[src/rtl/fifo_rd_downsizer.sv]
// FWFT FIFO read-side downsizer.
// Splits each T-bit word into RATIO beats on a valid/ready stream.
module fifo_rd_downsizer #(
  parameter int T         = 64,
  parameter int RATIO     = 4,
  parameter bit LSB_FIRST = 1'b1
) (
  input  logic         clk,
  input  logic         arst_n,
  input  logic [T-1:0] fifo_dout,
  input  logic         fifo_empty,
  output logic         fifo_rd_en,
  input  logic         flush,
  output logic [T/RATIO-1:0] m_data,
  output logic         m_valid,
  input  logic         m_ready,
  output logic         m_last
);

  localparam int W  = T / RATIO;
  localparam int CW = $clog2(RATIO);
  localparam logic [CW-1:0] CNT_MAX = CW'(RATIO - 1);

  typedef enum logic {
    EMPTY = 1'b0,
    DRAIN = 1'b1
  } state_t;

  state_t        state_q, state_d;
  logic [CW-1:0] cnt_q, cnt_d;
  logic [T-1:0]  hold_q;
  logic [CW-1:0] sel;
  logic          hold_valid;
  logic          fire;
  logic          at_last;
  logic          pop;

  assign hold_valid = (state_q == DRAIN);
  assign fire       = hold_valid && m_ready;
  assign at_last    = hold_valid && (cnt_q == CNT_MAX);

  // Refill on empty, or in the same cycle the last beat leaves.
  assign pop = arst_n && !fifo_empty && !flush &&
               (!hold_valid || (fire && at_last));

  assign fifo_rd_en = pop;
  assign m_valid    = hold_valid;
  assign m_last     = at_last;

  assign sel    = LSB_FIRST ? cnt_q : (CNT_MAX - cnt_q);
  assign m_data = hold_q[sel*W +: W];

  // Next state and beat index; flush beats pop and beat progress.
  always_comb begin
    state_d = state_q;
    cnt_d   = cnt_q;
    unique case (state_q)
      EMPTY: begin
        if (pop) begin
          state_d = DRAIN;
          cnt_d   = '0;
        end
      end
      DRAIN: begin
        if (flush) begin
          state_d = EMPTY;
          cnt_d   = '0;
        end else if (pop) begin
          state_d = DRAIN;
          cnt_d   = '0;
        end else if (fire) begin
          if (at_last) begin
            state_d = EMPTY;
            cnt_d   = '0;
          end else begin
            cnt_d = cnt_q + 1'b1;
          end
        end
      end
      default: begin
        state_d = EMPTY;
        cnt_d   = '0;
      end
    endcase
  end

  // State and beat counter registers.
  always_ff @(posedge clk or negedge arst_n) begin
    if (!arst_n) begin
      state_q <= EMPTY;
      cnt_q   <= '0;
    end else begin
      state_q <= state_d;
      cnt_q   <= cnt_d;
    end
  end

  // Capture the FIFO head word on every pop.
  always_ff @(posedge clk or negedge arst_n) begin
    if (!arst_n) begin
      hold_q <= '0;
    end else if (pop) begin
      hold_q <= fifo_dout;
    end
  end

endmodule
[config.mk]
export PLATFORM = sky130hd
export DESIGN_NAME = fifo_rd_downsizer
export DESIGN_NICKNAME = d
export VERILOG_FILES = /design/src/rtl/fifo_rd_downsizer.sv
export SDC_FILE = /design/constraint.sdc
export NUM_CORES = 1
export LEC_CHECK = 0
export BUFFER_PORTS_ARGS = -buffer_cell sky130_fd_sc_hd__buf_4
export CAP_MARGIN = 15
export CORE_MARGIN = 4
export CORE_UTILIZATION = 52
export CTS_CLUSTER_DIAMETER = 200
export CTS_CLUSTER_SIZE = 40
export DETAILED_ROUTE_END_ITERATION = 8
export PLACE_DENSITY = 0.8
export SETUP_SLACK_MARGIN = 0.3
export SLEW_MARGIN = 20
export SYNTH_ARGS = -nofsm -noshare
export SYNTH_HDL_FRONTEND = slang
export SYNTH_SLANG_ARGS = --single-unit
[constraint.sdc]
create_clock -name clk -period 2.04 [get_ports clk]
set_clock_uncertainty 0.05 [all_clocks]
set_input_delay 0.102 -clock clk [delete_from_list [all_inputs] [get_ports clk]]
set_output_delay 0.102 -clock clk [all_outputs]
set_load 0.02 [all_outputs]
; ---- Word level (Yosys, flattened, before mapping)
; Index checks and enable logic that the tools add are counted.
[totals]
reg_bits = 67
in_bits = 69
out_inout_bits = 19
wordCells = 32
[op_classes]
addsub = 1
n_eq_ne = 3
n_shift = 1
muxes = 12
n_bitwise = 1
reduce_logical = 11
[ops]
columns = operator, count
row1 = variable part select 64 x 7 -> 16 bit, 1
row2 = two-way mux 2 bit, 5
row3 = logical AND 1 bit, 6
row4 = two-way mux 1 bit, 5
row5 = "inequality test 4 x 3 -> 1 bit, second input constant", 1
row6 = case mux 2 bit (2 select lines), 1
row7 = logical NOT 1 bit, 3
row8 = "adder 2 x 1 -> 2 bit, second input constant", 1
row9 = "== test 2 bit, second input constant", 1
row10 = "inequality test 2 bit, second input constant", 1
row11 = case mux 1 bit (2 select lines), 1
row12 = AND reduction 2 bit, 1
row13 = logical OR 1 bit, 1
row14 = NOT 1 bit, 1

; ---- Logic depth before layout (Yosys ltp)
[logic_depth]
ltp_word = 8
depth_mapped = 6
ltp_nobuf = 4

; ---- Worst setup path after synthesis
; OpenSTA, ideal clock, no wires.
[synth_path]
path_type = register -> output
start = reg cnt_q[0]
end = out m_data[0]
t_arrival_ns = 1.406
required_ns = 1.888
path_slack_ns = 0.482
path_stages_with_launch = 4
n_path_buf = 2
path_cell_list = dfrtp_1 buf_2 buf_4 mux4_2
[synth_between]
elab_chain_len = 1
[synth_lines]
columns = item, line_no
row1 = start: declaration, 30  ; logic [CW-1:0] cnt_q, cnt_d;
row2 = start signal: assignment, 94  ; cnt_q <= cnt_d;
row3 = variable part select 64 x 7 -> 16 bit, 51  ; assign m_data = hold_q[sel*W +: W];
row4 = end: declaration, 14  ; output logic [T/RATIO-1:0] m_data,
; Every way passes these cells.

; ---- Final worst setup path
[layout_path]
start = reg cnt_q[0]
end = reg hold_q[34]
[layout_between]
elab_chain_len = 5
[layout_lines]
columns = item, line_no
row1 = == test 2 bit, 40  ; assign at_last = hold_valid && (cnt_q == CNT_MAX);
row2 = logical AND 1 bit, 40
row3 = logical AND 1 bit, 44  ; (!hold_valid || (fire && at_last));
row4 = logical OR 1 bit, 44
row5 = logical AND 1 bit, 43  ; assign pop = arst_n && !fifo_empty && !flush &&
row6 = end signal: assignment, 103  ; hold_q <= fifo_dout;
row7 = end: declaration, 31  ; logic [T-1:0] hold_q;
; Every way passes these cells.
; A chain may end at the register's enable or synchronous reset.

==> impl_metrics.json <==
{
  "fp.dieW_microns": 85.9,
  "drt_first_pass_iters": 4,
  "fin_crit_sh_pct": 86.9,
  "antenna_found_initial": 0,
  "cts_made_buffers": 9,
  "syn-num-nets": 243,
  "synth_mux_area_share_pct": 39.0,
  "synthSimpleGateAreaFrac_pct": 1.51,
  "arrival_ns": 1.93,
  "power.leakage_uw": 0.00222,
  "synthArstFlopShare_pct": 100,
  "swShare_pct": 25.6,
  "synth_top_family_by_area": "multiplexers",
  "synth_compound_area_share_pct": 1.63,
  "area_delta_synth_final_pct": 55.7,
  "initial_utilization_pct": 53.3,
  "timing_hold_violations_final": 0,
  "cp_max_fo": 6,
  "ios": 88,
  "status": "finished, final reports clean",
  "wl_per_cell_microns": 18.8,
  "yosys_warnings": 0,
  "clockRootBuffer": "clkbuf_8",
  "num_vias": 2172,
  "die_h_microns": 85.9,
  "yosys_most_used_dff": "dfrtp_1",
  "synth-adder-area-share_pct": 0.397,
  "startpoint_type": "flop",
  "max_cap_viol_count": 0,
  "yosys.area.top_type": "dfrtp_1",
  "clock_sinks": 67,
  "grt_use_total_pct": 22.2,
  "ff_latch_area_sq_um": 1680,
  "cts-htree-levels": 3,
  "yosysUniqueCellTypes": 21,
  "grt_pass1_vias": 2394,
  "postSynthAreaPerCell_sq_um": 18.2,
  "tns_ns": 0,
  "drt_wl_total_microns": 7930,
  "placed_area_sq_um": 3830,
  "n_antenna_cell": 0,
  "yosysTopAreaCellShare_pct": 53.2,
  "io_buffers": 87,
  "fin_hold_ws_ns": 0.0392,
  "drt_iter0_markers": 104,
  "crit_type": "reg2reg",
  "fin_area_sq_um": 4910,
  "die_area_sq_um": 7380,
  "cp.required_ns": 2.20,
  "synth_edf_count": 0,
  "dp.final_hpwl_microns": 4260,
  "relSlewSlack_pct": 61.1,
  "syn-instance-count": 173,
  "drive_gt1_share_pct": 58.7,
  "core_area_sq_um": 5920,
  "peakVddDrop_uv": 555,
  "cts.clk_slew.worst_paths_ns": 0.07,
  "tightestPinTransition_ns": 0.583,
  "syn_area_sq_um": 3150,
  "p_comb_share_pct": 29.6,
  "drv_slew": 0,
  "hold_path.class": "in2reg",
  "drc_errors": 0,
  "p_sw_uw": 1080,
  "clock_latency_ns": 0.33,
  "pwr-share-seq_pct": 42.1,
  "max_freq_ghz": 0.564,
  "internal_power_uw": 3140,
  "grt_first_pass_wirelength_microns": 12200,
  "yosysSeqAreaShare_pct": 53.2,
  "synth_xor_area_share_pct": 0,
  "ys_ff_latch": 67,
  "routabilityCongestion": 0.693,
  "multiInputGateArea_sq_um": 1350,
  "endpoint_kind": "flop",
  "grt.overflow.total": 0,
  "rsz0062_at_grt": "true",
  "power_density_nw_per_um2": 860,
  "fp-row-count": 28,
  "fin_crit_ns": 1.77,
  "grt_start_max_net_pins": 69,
  "nNetsFinal": 412,
  "clock_path_buffers": 2,
  "n_fill_cell": 280,
  "setup_violations": 0,
  "vias_per_cell": 5.16,
  "ys_top_cells_by_area": "dfrtp_1 (53%), mux2_4 (19%), mux4_2 (11%)",
  "p_clk_share_pct": 28.2,
  "final_antenna_net_count": 0,
  "cts_tree": "built"
}
-- worst max-delay path, stage by stage, from the launching register on --
cell and delay (ns):
dfrtp_2 0.42, ha_2 0.24, nand2_2 0.09, a21boi_4 0.16, buf_4 0.14, buf_12 0.11, buf_12 0.12, mux2_2 0.33
-- power by group through the flow --
stage / Clock, uW / Combinational (uW) / Sequential, uW
3_3_place_gp: 0 / 1030 / 1770
4_1_cts: 1210 / 1190 / 1770
2_1_floorplan: 0 / 726 / 1730
6_report: 1190 / 1250 / 1780
5_1_grt: 1280 / 1320 / 1810
3_5_place_dp: 0 / 1060 / 1790
-- timing repair --
action | CTS | global route
pin swaps | 1 | 0
endpoints found under the setup margin | 17 | 81
buffers inserted | 7 | 1
resized for setup | 7 | 13
hold buffers | 66 | 0
gates cloned | 1 | 1
hold endpoints to repair | 132 | 0
-- cells in the mapped netlist (2+ instances only) --
cell	count
mux2_2	24
o2bb2ai_1	2
nor2_1	2
buf_4	3
nor2b_1	2
mux4_2	16
buf_12	4
buf_2	2
mux2_4	40
dfrtp_1	67
-- cell usage in the layout, fill, tap and decap left out, types with 5 or more instances in the layout --
| cell | synthesis | final |
|---|---|---|
| buf_4 | 3 | 87 |
| dfrtp_1 | 67 | 66 |
| dlygate4sd3_1 | 0 | 66 |
| mux2_4 | 40 | 40 |
| mux2_2 | 24 | 24 |
| mux4_2 | 16 | 16 |
| clkbuf_8 | 0 | 10 |
| buf_6 | 0 | 8 |
| buf_12 | 4 | 5 |
-- state kept, by name, indices dropped and copies added (netlist names) --
signal   cells
cnt_q        2
hold_q      64
m_valid      1
-- cell families after synthesis --
group | Yosys count
adder cells (fa/ha/maj) | 1
AO/OA/AOI/OAI | 5
multiplexers | 80
buffers and inverters | 12
AND/OR/NAND/NOR | 8
flip-flops | 67
-- worst paths after layout --
path	slack, ns	start	depth (start not counted)	to
max	0.27	cnt_q[0]$_DFFE_PN0P_	7	hold_q[34]$_DFFE_PN0P_
min	0.04	m_ready	2	cnt_q[0]$_DFFE_PN0P_
max reg2reg	0.27	cnt_q[0]$_DFFE_PN0P_	7	hold_q[34]$_DFFE_PN0P_
min reg2reg	0.45	hold_q[61]$_DFFE_PN0P_	1	hold_q[61]$_DFFE_PN0P_
max in group asynchronous	1.13	arst_n	3	cnt_q[0]$_DFFE_PN0P_
min in group asynchronous	0.39	arst_n	3	hold_q[10]$_DFFE_PN0P_
-- area by class of cell --
type | instances | area share [%]
clock buffers | 10 | 2.80
clock inverters | 5 | 1.58
inverters | 1 | 0.0765
multi-input cells | 94 | 27.4
flip-flops and latches | 67 | 34.2
well taps | 75 | 1.91
repair buffers | 169 | 32.0
-- routing by layer --
| metal | part of all wire [%] | GRT usage (%) |
|---|---|---|
| met1 | 39 | 27.3 |
| met2 | 55 | 38.4 |
| met4 | 1.8 | 8.63 |
| met3 | 4.3 | 4.71 |
| met5 | 0 | 0 |
-- per-stage QoR --
stage                     worst slack [ns]  total power [uW]  util [%]  instances
after CTS                            0.216              4170      81.6        419
final                                0.267              4220      82.9        421
after global routing                 0.202              4410      82.9        421
after global placement               0.396              2810      64.6        330
after floorplan                      0.482              2460         -        173
after detailed placement             0.316              2850      64.6        330
Power figures use the tool's default switching activity.
